<file path="src/rtl/fetch_unit.sv">
// Instruction fetch stage: owns the PC, issues one outstanding instruction memory
// request at a time and holds the fetched word until the downstream stage acknowledges it.
module fetch_unit #(
    parameter logic [31:0] RESET_PC  = 32'h0000_0000,
    parameter logic [31:0] NOP_INSTR = 32'h0000_0013
) (
    input  logic        clk,
    input  logic        rst_n,
    output logic        imem_req,
    output logic [31:0] imem_addr,
    input  logic        imem_rvalid,
    input  logic [31:0] imem_rdata,
    input  logic        instr_ack,
    input  logic        br_taken,
    input  logic [31:0] br_target,
    input  logic        hlt,
    output logic [31:0] instr,
    output logic [6:0]  opcode,
    output logic [2:0]  funct3,
    output logic [6:0]  funct7,
    output logic [31:0] pc,
    output logic [31:0] pc_plus4,
    output logic        instr_valid,
    output logic        halted,
    output logic [31:0] instr_count
);

    typedef enum logic [1:0] {
        ST_IDLE  = 2'b00,
        ST_FETCH = 2'b01,
        ST_HOLD  = 2'b10,
        ST_HALT  = 2'b11
    } state_t;

    state_t      state_r;
    state_t      state_s;
    logic [31:0] pc_r;
    logic [31:0] pc_s;
    logic [31:0] pc_plus4_r;
    logic [31:0] pc_plus4_s;
    logic [31:0] instr_r;
    logic [31:0] instr_s;
    logic        valid_r;
    logic        valid_s;
    logic        halted_r;
    logic        halted_s;
    logic        req_r;
    logic        req_s;
    logic [31:0] count_r;
    logic [31:0] count_s;

    // Redirect targets are forced to a word boundary; otherwise fall through sequentially.
    function automatic logic [31:0] next_pc(input logic        taken,
                                            input logic [31:0] target,
                                            input logic [31:0] cur);
        logic [31:0] result;
        if (taken) begin
            result = target & 32'hFFFF_FFFC;
        end else begin
            result = cur + 32'd4;
        end
        return result;
    endfunction

    // Next-state and next-register values; req_s is the request level for the coming cycle.
    always_comb begin
        state_s  = state_r;
        pc_s     = pc_r;
        instr_s  = instr_r;
        valid_s  = valid_r;
        halted_s = halted_r;
        count_s  = count_r;
        req_s    = 1'b0;
        case (state_r)
            ST_IDLE: begin
                state_s = ST_FETCH;
                req_s   = 1'b1;
            end
            ST_FETCH: begin
                if (imem_rvalid) begin
                    state_s = ST_HOLD;
                    instr_s = imem_rdata;
                    valid_s = 1'b1;
                end else begin
                    req_s = 1'b1;
                end
            end
            ST_HOLD: begin
                if (instr_ack) begin
                    count_s = count_r + 32'd1;
                    valid_s = 1'b0;
                    instr_s = NOP_INSTR;
                    if (hlt) begin
                        state_s  = ST_HALT;
                        halted_s = 1'b1;
                    end else begin
                        state_s = ST_FETCH;
                        req_s   = 1'b1;
                        pc_s    = next_pc(br_taken, br_target, pc_r);
                    end
                end else begin
                    state_s = ST_HOLD;
                end
            end
            ST_HALT: begin
                halted_s = 1'b1;
                valid_s  = 1'b0;
            end
            default: begin
                state_s = ST_IDLE;
                instr_s = NOP_INSTR;
                valid_s = 1'b0;
            end
        endcase
        pc_plus4_s = pc_s + 32'd4;
    end

    // State and output registers; reset aborts any request in flight.
    always_ff @(posedge clk or negedge rst_n) begin
        if (!rst_n) begin
            state_r    <= ST_IDLE;
            pc_r       <= RESET_PC;
            pc_plus4_r <= RESET_PC + 32'd4;
            instr_r    <= NOP_INSTR;
            valid_r    <= 1'b0;
            halted_r   <= 1'b0;
            req_r      <= 1'b0;
            count_r    <= 32'd0;
        end else begin
            state_r    <= state_s;
            pc_r       <= pc_s;
            pc_plus4_r <= pc_plus4_s;
            instr_r    <= instr_s;
            valid_r    <= valid_s;
            halted_r   <= halted_s;
            req_r      <= req_s;
            count_r    <= count_s;
        end
    end

    assign imem_req    = req_r;
    assign imem_addr   = pc_r;
    assign instr       = instr_r;
    assign opcode      = instr_r[6:0];
    assign funct3      = instr_r[14:12];
    assign funct7      = instr_r[31:25];
    assign pc          = pc_r;
    assign pc_plus4    = pc_plus4_r;
    assign instr_valid = valid_r;
    assign halted      = halted_r;
    assign instr_count = count_r;

endmodule

</file>
<file path="config.mk">
export PLATFORM = sky130hd
export DESIGN_NAME = fetch_unit
export DESIGN_NICKNAME = d
export VERILOG_FILES = /design/src/rtl/fetch_unit.sv
export SDC_FILE = /design/constraint.sdc
export NUM_CORES = 1
export LEC_CHECK = 0
export BUFFER_PORTS_ARGS = -buffer_cell sky130_fd_sc_hd__buf_2
export CORE_MARGIN = 5
export CORE_UTILIZATION = 40
export CTS_CLUSTER_SIZE = 40
export DETAILED_ROUTE_END_ITERATION = 6
export HOLD_SLACK_MARGIN = 0.08
export PLACE_DENSITY_LB_ADDON = 0.05
export SYNTH_ARGS = -nofsm -noshare
export SYNTH_HDL_FRONTEND = slang
export SYNTH_SLANG_ARGS = --single-unit
</file>
<file path="constraint.sdc">
create_clock -name clk -period 3.9 [get_ports clk]
set_input_delay 0.78 -clock clk [delete_from_list [all_inputs] [get_ports clk]]
set_output_delay 0.78 -clock clk [all_outputs]
set_load 0.005 [all_outputs]
</file>
* Word-level counts from Yosys, hierarchy flattened *
Index checks and enable logic that the tools add are counted.

cells by class
  multiplexer cells = 21
  reduce and logical (&&, ||, !) cells = 10
  shift operators = 0
  add/subtract/negate cells = 3
  $lt $le $gt $ge = 0
  divide/modulo/power cells = 0
  eq/ne operators = 6
  bitwise operators = 0
  multiply operators = 0

operators by type and width
  cell                                                                   count
  32-bit 2-to-1 mux                                                      6
  32-bit by 3-bit adder with 32-bit output, second input constant        2
  32-bit one-hot mux with 2 select lines                                 1
  32-bit by 1-bit adder with 32-bit output, second input constant        1
  3-bit AND reduction                                                    3
  1-bit 2-to-1 mux                                                       7
  2-bit 2-to-1 mux                                                       3
  2-bit != test, second input constant                                   3
  1-bit one-hot mux with 3 select lines                                  2
  2-bit one-hot mux with 3 select lines                                  1
  3-bit nonzero test                                                     2
  2-bit equality test, second input constant                             2
  2-bit AND reduction                                                    2
  2-bit nonzero test                                                     2
  2-bit by 1-bit equality test with 1-bit output, second input constant  1
  2-bit zero test                                                        1
  1-bit one-hot mux with 2 select lines                                  1

storage, ports and cells
  flip-flop bits (word level) = 133
  output and inout bits = 180
  memory bits (writable) = 0
  bits in read-only memories = 0
  latch bits = 0
  memories = 0

* Depth between registers and ports, before layout *
Gate-level depths: netlist (run 1).

  depth after elaboration = 6
  gate-level depth with buffers = 14

* Worst setup path before layout (run 1) *
Ideal clock, no wire load.

  kind = register to register
  start point = register pc_r[2] (netlist: imem_addr[2])
  end point = register pc_plus4_r[31] (netlist: pc_plus4[31])
  required time = 3.774 ns
  clock period less this slack = 2.921 ns
  setup time = 0.126 ns
  stages on the path, launching flop included = 10
  setup slack = 0.979 ns
  arrival time = 2.795 ns
  path through = dfrtp_1 > ha_1 > nand4_2 > nor4_4 > mux2_2 > nor3_1 > and3_1 > and4_1 > nand4_1 > xnor2_1

on the way
  word-level cells in the longest chain between the ends = 6

ends and longest elaborated chain
  element                                   RTL line  RTL
  start, declared                           37        logic [31:0] pc_r;
  start signal, assigned                    131       pc_r <= pc_s;
  32-bit by 3-bit adder with 32-bit output  60        result = cur + 32'd4;
  32-bit 2-to-1 mux                         57        if (taken) begin
  32-bit 2-to-1 mux                         93        if (hlt) begin
  32-bit 2-to-1 mux                         89        if (instr_ack) begin
  32-bit 2-to-1 mux                         74        case (state_r)
  via pc_s[24]                              38        logic [31:0] pc_s;
  32-bit by 3-bit adder with 32-bit output  115       pc_plus4_s = pc_s + 32'd4;
  via pc_plus4_s[31]                        40        logic [31:0] pc_plus4_s;
  end signal, assigned                      123       pc_plus4_r <= RESET_PC + 32'd4;
  end signal, assigned                      132       pc_plus4_r <= pc_plus4_s;
  end, declared                             39        logic [31:0] pc_plus4_r;

The timed path passes the listed nets, and every way through them passes these cells.
A chain may end at the register's enable or synchronous reset.

* Worst setup path in the final report (run 1) *
  start point = register state_r[0]
  end point = register pc_plus4_r[31] (netlist: pc_plus4[31])

on the way
  word-level cells in the longest chain between the ends = 3

ends and longest elaborated chain
  element                                   RTL line  RTL
  start, declared                           35        state_t state_r;
  start signal, assigned                    130       state_r <= state_s;
  2-bit equality test                       74
  32-bit 2-to-1 mux                         74
  via pc_s[16]                              38
  32-bit by 3-bit adder with 32-bit output  115
  via pc_plus4_s[31]                        40

The timed path passes the listed nets, and every way through them passes these cells.

==> summary.md, run 1 <==
| Metric | Value |
|---|---|
| Outcome | `finished, final reports clean` |
| Total number of placement rows | `48` |
| Fraction of layout instances using a drive strength above 1 | `0.3539` |
| Mapped Area | `0.006929 mm^2` |
| Critical path endpoint category | `flip-flop` |
| Post-CTS setup buffer count | `0` |
| Overall power | `4.860 mW` |
| Total via count in the routed design | `5801` |
| Normalized max-slew margin | `0.3284` |
| Flops & latches, synth | `129` |
| Largest net degree at the start of global routing | `77` |
| Initial core utilization | `0.4048` |
| Power Dens Cells | `566.9 mW/mm^2` |
| Final max-slew violation count | `0` |
| Gr ovfl total | `0` |
| Post-synthesis async set-or-reset flop share | `1.000` |
| Routed WL | `19430 um` |
| Antenna Cells | `0` |
| Type of the worst setup path | `reg2reg` |
| Yosys cell types | `74` |
| Port Buf Inserts | `241` |
| Peak Freq | `0.2834 GHz` |
| Die Wd | `141.6 um` |
| Transition time at the pin with the least slew margin | `1.007 ns` |
| Worst-path clk slew | `0.06 ns` |
| Routed Antenna Nets | `0` |
| Initial antenna violation count | `1` |
| Placed cell count | `1100` |
| Xor/xnor cell area share of the yosys netlist | `0.07331` |
| H-tree depth | `4` |
| Critical path arrival | `3.83 ns` |
| Area of the placeable core | `0.01712 mm^2` |
| Number of enable flip-flop cells after synthesis | `0` |
| Die extent in y | `141.6 um` |
| Post-cts sizing count | `0` |
| Final setup skew | `0.01028 ns` |
| Required arrival time at the worst endpoint | `4.20 ns` |
| First-pass DRT Iterations | `6` |
| Most common cell after layout, fill and taps aside | `buf_2` |
| RSZ-0062 raised after global routing | `no` |
| Global router's overall resource usage | `0.1960` |
| Sinks on Clock Net | `129` |
| Area of the die | `0.02005 mm^2` |
| TritonCTS buffer count | `17` |
| Adder-cell area share of the yosys netlist | `0.01445` |
| Number of nets in the layout | `972` |
| Warnings from Yosys | `0` |
| Maximum Capacitance Violations | `0` |
| Mux contribution to synthesized area | `0.02293` |
| I/O pin count | `250` |
| Maximum clock insertion buffer count | `2` |
| Kind of path behind the tightest hold check | `reg2reg` |
| Part of the cycle the worst path needs | `0.9049` |
| DP Wirelength | `14370 um` |
| Share of synthesized area occupied by flip-flops and latches | `0.4666` |
| Min cycle time layout | `3.529 ns` |
| Wire length per cell after detailed routing | `17.16 um` |
| Clock Tree Root | `clkbuf_16` |
| Post-synthesis area per instance | `9.913 um^2` |
| Synthesized netlist cell count | `699` |
| Worst Setup Start Kind | `flip-flop` |
| Worst-path fanout max | `26` |
| Simple-gate share of the synthesized area | `0.2546` |
| TritonCTS clock tree | `yes` |
| Hold Buf Count CTS | `0` |
| Leading cell types in the layout, fill and taps excluded | `buf_2, dfrtp_1, nand2_1` |
| Global-route wire length before repair | `31330 um` |
| Vias in the first global route | `5915` |
| DRC violation total after the first TritonRoute iteration | `394` |
| Post-Route Setup TNS | `0 ns` |
| Final count of negative-setup-slack endpoints | `0` |
| Gp weighted congestion | `0.8234` |
| Count of non-filler cells in the finished layout | `1132` |
| Combinational family with the most area after synthesis | `simple AND/OR/NAND/NOR gates` |
| Via/cell ratio | `5.125` |
| Area grow syn2layout | `23.73%` |
| Number of hold violations in the final report | `0` |
| Commonest register cell after synthesis | `dfrtp_1` |
| Post-route DRC violation count | `0` |
| Minimum hold slack | `0.4588 ns` |
| Leak | `4.168 nW` |
| Synth Area in Compound Gates | `0.08378` |
| Worst IR Drop VDD | `0.3004 mV` |
| Clock insertion delay at the later pin of the skew report | `0.42 ns` |
[routing by layer]
layer / vias to the layer above / share of wire / GRT usage
met5: - / 0.00036 / 0
met4: 2 / 0.026 / 0.07576
met3: 38 / 0.072 / 0.05224
met2: 201 / 0.49 / 0.3238
met1: 2779 / 0.41 / 0.2457
li1: 2781 / - / -
[layout make-up]
type | count | area [um^2]
Fill cell | 1684 | 8543
Sequential cell | 129 | 3233
Multi-Input combinational cell | 480 | 3138
Timing Repair Buffer | 254 | 1319
Clock buffer | 20 | 446.7
Tap cell | 225 | 281.5
Clock inverter | 12 | 110.1
Inverter | 12 | 45.04
[worst max-delay path, stage by stage (launching register included)]
cell,delay (ns)
dfrtp_1,0.42
inv_1,0.10
ha_1,0.19
buf_4,0.24
nand3b_1,0.26
buf_4,0.32
nor2_1,0.59
a22oi_1,0.15
nand3_1,0.23
nand4b_4,0.18
nor3_4,0.37
nand4_1,0.18
xnor2_1,0.17
[registers in the layout (all words and copies together), names as in the netlist]
name / count
pc_plus4: 30
state_r: 2
instr_valid: 1
instr_count: 32
imem_req: 1
instr: 32
halted: 1
imem_addr: 30
[per-stage QoR]
| stage | cell area, um^2 | setup WS [ns] | util |
|---|---|---|---|
| 3_3_place_gp | 8016 | 0.2822 | 0.4683 |
| 2_1_floorplan | 6948 | 0.9789 | - |
| 5_1_grt | 8573 | 0.06600 | 0.5009 |
| 4_1_cts | 8573 | 0.3901 | 0.5009 |
| 6_report | 8573 | 0.3710 | 0.5009 |
| 3_5_place_dp | 8016 | 0.2375 | 0.4683 |
[kinds of logic (layout without fill, tap and decap cells)]
| family | after synthesis | in the layout |
|---|---|---|
| AOI/OAI and AO/OA | 76 | 76 |
| adders and majority gates | 8 | 8 |
| other | 1 | 6 |
| xor gates and xnor gates | 58 | 58 |
| and+or+nand+nor | 317 | 317 |
| buffers and inverters | 95 | 298 |
| muxes | 15 | 15 |
| DFF | 129 | 129 |
[Yosys cell counts (5+ instances only)]
| library cell | instances | area (um^2) |
|---|---|---|
| and4_1 | 8 | 70.07 |
| nand3b_1 | 33 | 247.7 |
| or2_2 | 5 | 31.28 |
| ha_1 | 8 | 100.1 |
| nor2b_1 | 6 | 37.54 |
| nand3_1 | 29 | 145.1 |
| o21ai_0 | 12 | 60.06 |
| nor3_1 | 11 | 55.05 |
| buf_4 | 57 | 427.9 |
| inv_1 | 11 | 41.29 |
| mux2i_1 | 8 | 80.08 |
| and3_1 | 22 | 137.6 |
| mux2_2 | 7 | 78.83 |
| xor2_1 | 15 | 131.4 |
| nor2_1 | 36 | 135.1 |
| o22ai_1 | 6 | 37.54 |
| nor4_1 | 8 | 50.05 |
| nand4_1 | 20 | 125.1 |
| dfrtp_1 | 125 | 3128 |
| buf_2 | 8 | 40.04 |
| and2_1 | 9 | 56.30 |
| nand2_1 | 106 | 397.9 |
| clkbuf_1 | 16 | 60.06 |
| a21oi_1 | 13 | 65.06 |
| xnor2_1 | 43 | 376.6 |
[power by group]
group          internal, mW  total, mW  switching, mW
clock network         0.892       1.50          0.607
logic                 0.636       1.47          0.831
registers              1.65       1.89          0.241
[path summary, 6_finish.rpt]
kind / from / end / slack [ns] / depth (start not counted)
setup / recovery: state_r[0] / pc_plus4[31] / 0.37 / 12
hold / removal: instr[4] / instr[4] / 0.46 / 2
setup reg to reg: state_r[0] / pc_plus4[31] / 0.37 / 12
hold reg to reg: instr[4] / instr[4] / 0.46 / 2
max in group asynchronous: rst_n / instr_count[6] / 2.53 / 2
min in group asynchronous: rst_n / instr[21] / 0.50 / 1
No activity file was read; power rests on OpenSTA's default activity.
==> run 2: changes to the inputs <==
- ABC_AREA: not set -> 1
- clock period: 3.9 -> 4.08 ns (I/O delays scaled with it)
==> summary.md, run 2 <==
| Metric | Value |
|---|---|
| Outcome | `finished, final reports clean` |
| H-tree depth | `4` |
| Maximum Capacitance Violations | `0` |
| Worst Setup Start Kind | `flip-flop` |
| Cell taking the most area after synthesis | `dfrtp_1` |
| First-pass DRT Iterations | `7` |
| Clock Tree Root | `clkbuf_16` |
| Die extent in y | `147.1 um` |
| Total via count in the routed design | `6860` |
| Routed Antenna Nets | `0` |
| Final count of negative-setup-slack endpoints | `0` |
| DP Wirelength | `16350 um` |
| Final max-slew violation count | `0` |
| Placed cell count | `1419` |
| Post-synthesis area per instance | `7.451 um^2` |
| Die Wd | `147.1 um` |
| Initial antenna violation count | `0` |
| Most common cell after layout, fill and taps aside | `nand2_1` |
| Post-CTS setup buffer count | `0` |
| Hold Buf Count CTS | `0` |
| Leading cell types in the layout, fill and taps excluded | `nand2_1, buf_2, inv_1` |
| Number of hold violations in the final report | `0` |
| GR peak layer | `met2` |
| Peak Freq | `0.2988 GHz` |
| TritonCTS clock tree | `yes` |
| Wire length per cell after detailed routing | `14.95 um` |
| Minimum hold slack | `0.4102 ns` |
| Most common library cells after synthesis | `nand2_1, inv_1, dfrtp_1, nor2_1, nand3_1` |
| Kind of path behind the tightest hold check | `in2async` |
| Port Buf Inserts | `241` |
| TritonCTS buffer count | `17` |
| Synthesized netlist cell count | `1009` |
| Most used cell along the critical path | `nand2_1` |
| Grt met1 use | `0.2815` |
| Maximum clock insertion buffer count | `2` |
| RSZ-0062 raised after global routing | `no` |
| Largest net degree at the start of global routing | `83` |
| Vias in the first global route | `6476` |
| Initial core utilization | `0.4046` |
| Commonest register cell after synthesis | `dfrtp_1` |
| Leak | `4.932 nW` |
| I/O pin count | `250` |
| Routed WL | `21720 um` |
| Mapped Area | `0.007518 mm^2` |
| Post-route DRC violation count | `0` |
| Top cells by area, synth | `dfrtp_1, nand2_1, inv_1` |
| Transition time at the pin with the least slew margin | `0.9870 ns` |
| Final worst-path setup slack | `0.7332 ns` |
| Part of the cycle the worst path needs | `0.8203` |
| Met3 track demand over resource | `0.04935` |
| Sinks on Clock Net | `129` |
| Warnings from Yosys | `0` |
| Gr ovfl total | `0` |
| Fill cell count | `1905` |
| Top-count cell post-synth | `nand2_1` |
| Pre-CTS setup slack | `0.7327 ns` |
| Area of the die | `0.02164 mm^2` |
| Count of non-filler cells in the finished layout | `1453` |
| Grt met2 use | `0.3083` |
| Post-cts sizing count | `0` |
| Worst IR Drop VDD | `0.3113 mV` |
| DRC violation total after the first TritonRoute iteration | `364` |
| Area grow syn2layout | `22.62%` |
| Yosys cell types | `38` |
| Worst-path clk slew | `0.06 ns` |
| Post-Route Setup TNS | `0 ns` |
| Area of the placeable core | `0.01858 mm^2` |
| Flops & latches, synth | `129` |
| Cells along the critical path | `inv_1, ha_1, nand2_4, nor2_8, inv_2, buf_4, o21bai_1, nand2_1, nor2_1, nand3_1, nor2_1, nand2_1, nor2_1, nand2_1, nand2_1, nand2_1` |
| Required arrival time at the worst endpoint | `4.39 ns` |
| Share of synthesized area occupied by flip-flops and latches | `0.4300` |
| Share of the synthesized area in the top cell type | `0.4160` |
| Via/cell ratio | `4.721` |
| Global router's overall resource usage | `0.2001` |
| Critical path endpoint category | `flip-flop` |
| Clock insertion delay at the later pin of the skew report | `0.42 ns` |
| Global-route wire length before repair | `34630 um` |
| Gp weighted congestion | `0.8564` |
| Total number of placement rows | `50` |
| Fraction of layout instances using a drive strength above 1 | `0.2621` |
| Normalized max-slew margin | `0.3413` |
| Min cycle time layout | `3.347 ns` |
| Final setup skew | `0.008147 ns` |
| Power Dens Cells | `670.2 mW/mm^2` |
| Critical path arrival | `3.66 ns` |
| Peak per-stage delay on the critical path | `0.45 ns` |
| Number of enable flip-flop cells after synthesis | `0` |
| Type of the worst setup path | `reg2reg` |
| Number of nets in the layout | `1282` |
| Standard cell with the maximum stage delay on the critical path | `nor2_8` |
| Worst-path fanout max | `35` |
| Post-synthesis async set-or-reset flop share | `1.000` |
run 2: cell types whose count changed after synthesis, moves of 8 or more:
cell      change
inv_1       +117
nand3_1      +61
mux2i_1       -8
and4_1        -8
nand3b_1     -31
nand2_1     +151
xnor2_1      -28
nor2_1       +89
o21ai_0      +39
and3_1       -21
xor2_1       +18
run 2: final timing paths:
path | from | to | slack (ns) | cells past startpoint
max | state_r[0] | pc_plus4[31] | 0.73 | 16
min | rst_n | pc_plus4[8] | 0.41 | 1
max reg2reg | state_r[0] | pc_plus4[31] | 0.73 | 16
min reg2reg | halted | halted | 0.47 | 2
max in group asynchronous | rst_n | instr[0] | 2.90 | 2
min in group clk | halted | halted | 0.47 | 2
run 2: cells by family (layout without fill, tap and decap cells):
logic type	after synthesis	after routing	synth area share
buffers and inverters	210	413	0.1345
XOR/XNOR	48	48	0.05592
AND/OR/NAND/NOR	537	537	0.3127
adder cells (fa/ha/maj)	8	8	0.01331
flip-flops	129	129	0.4300
other	1	8	0.0004988
AO/OA/AOI/OAI	76	76	0.05309
run 2: layout make-up:
type                            count  area [um^2]  area share
Antenna cell                        2        5.005   0.0005429
Clock buffer                       19        442.9     0.04805
Clock inverter                     13        177.7     0.01927
Inverter                          135        506.7     0.05497
Multi-Input combinational cell    675         3298      0.3578
Sequential cell                   129         3233      0.3507
Tap cell                          234        292.8     0.03176
Timing Repair Buffer              246         1262      0.1369
run 2: worst max-delay path, delay by kind of cell, from the launching register on:
family	cells	cell delay (ns)
simple gates	11	1.74
buf+inv	3	0.57
flops	1	0.41
fa+ha+maj	1	0.34
compound gates	1	0.16
run 2: report_power, final:
group	total, mW	switching, mW	leakage, nW	internal [mW]
combinational	2.39	1.45	3.07	0.940
sequential	2.18	0.415	1.57	1.76
clock	1.61	0.616	0.296	0.990
run 2: layer usage:
metal,vias to the layer above,part of all wire
li1,3493,-
met1,3139,0.48
met2,200,0.44
met3,28,0.065
met4,0,0.016
met5,-,0
run 2: per-stage QoR:
step | instance area, um^2 | power (mW) | util
6_report | 9219 | 6.178 | 0.4962
5_1_grt | 9214 | 6.709 | 0.4959
4_1_cts | 9214 | 6.279 | 0.4959
3_5_place_dp | 8593 | 4.631 | 0.4625
3_3_place_gp | 8593 | 4.615 | 0.4625
2_1_floorplan | 7537 | 3.744 | -
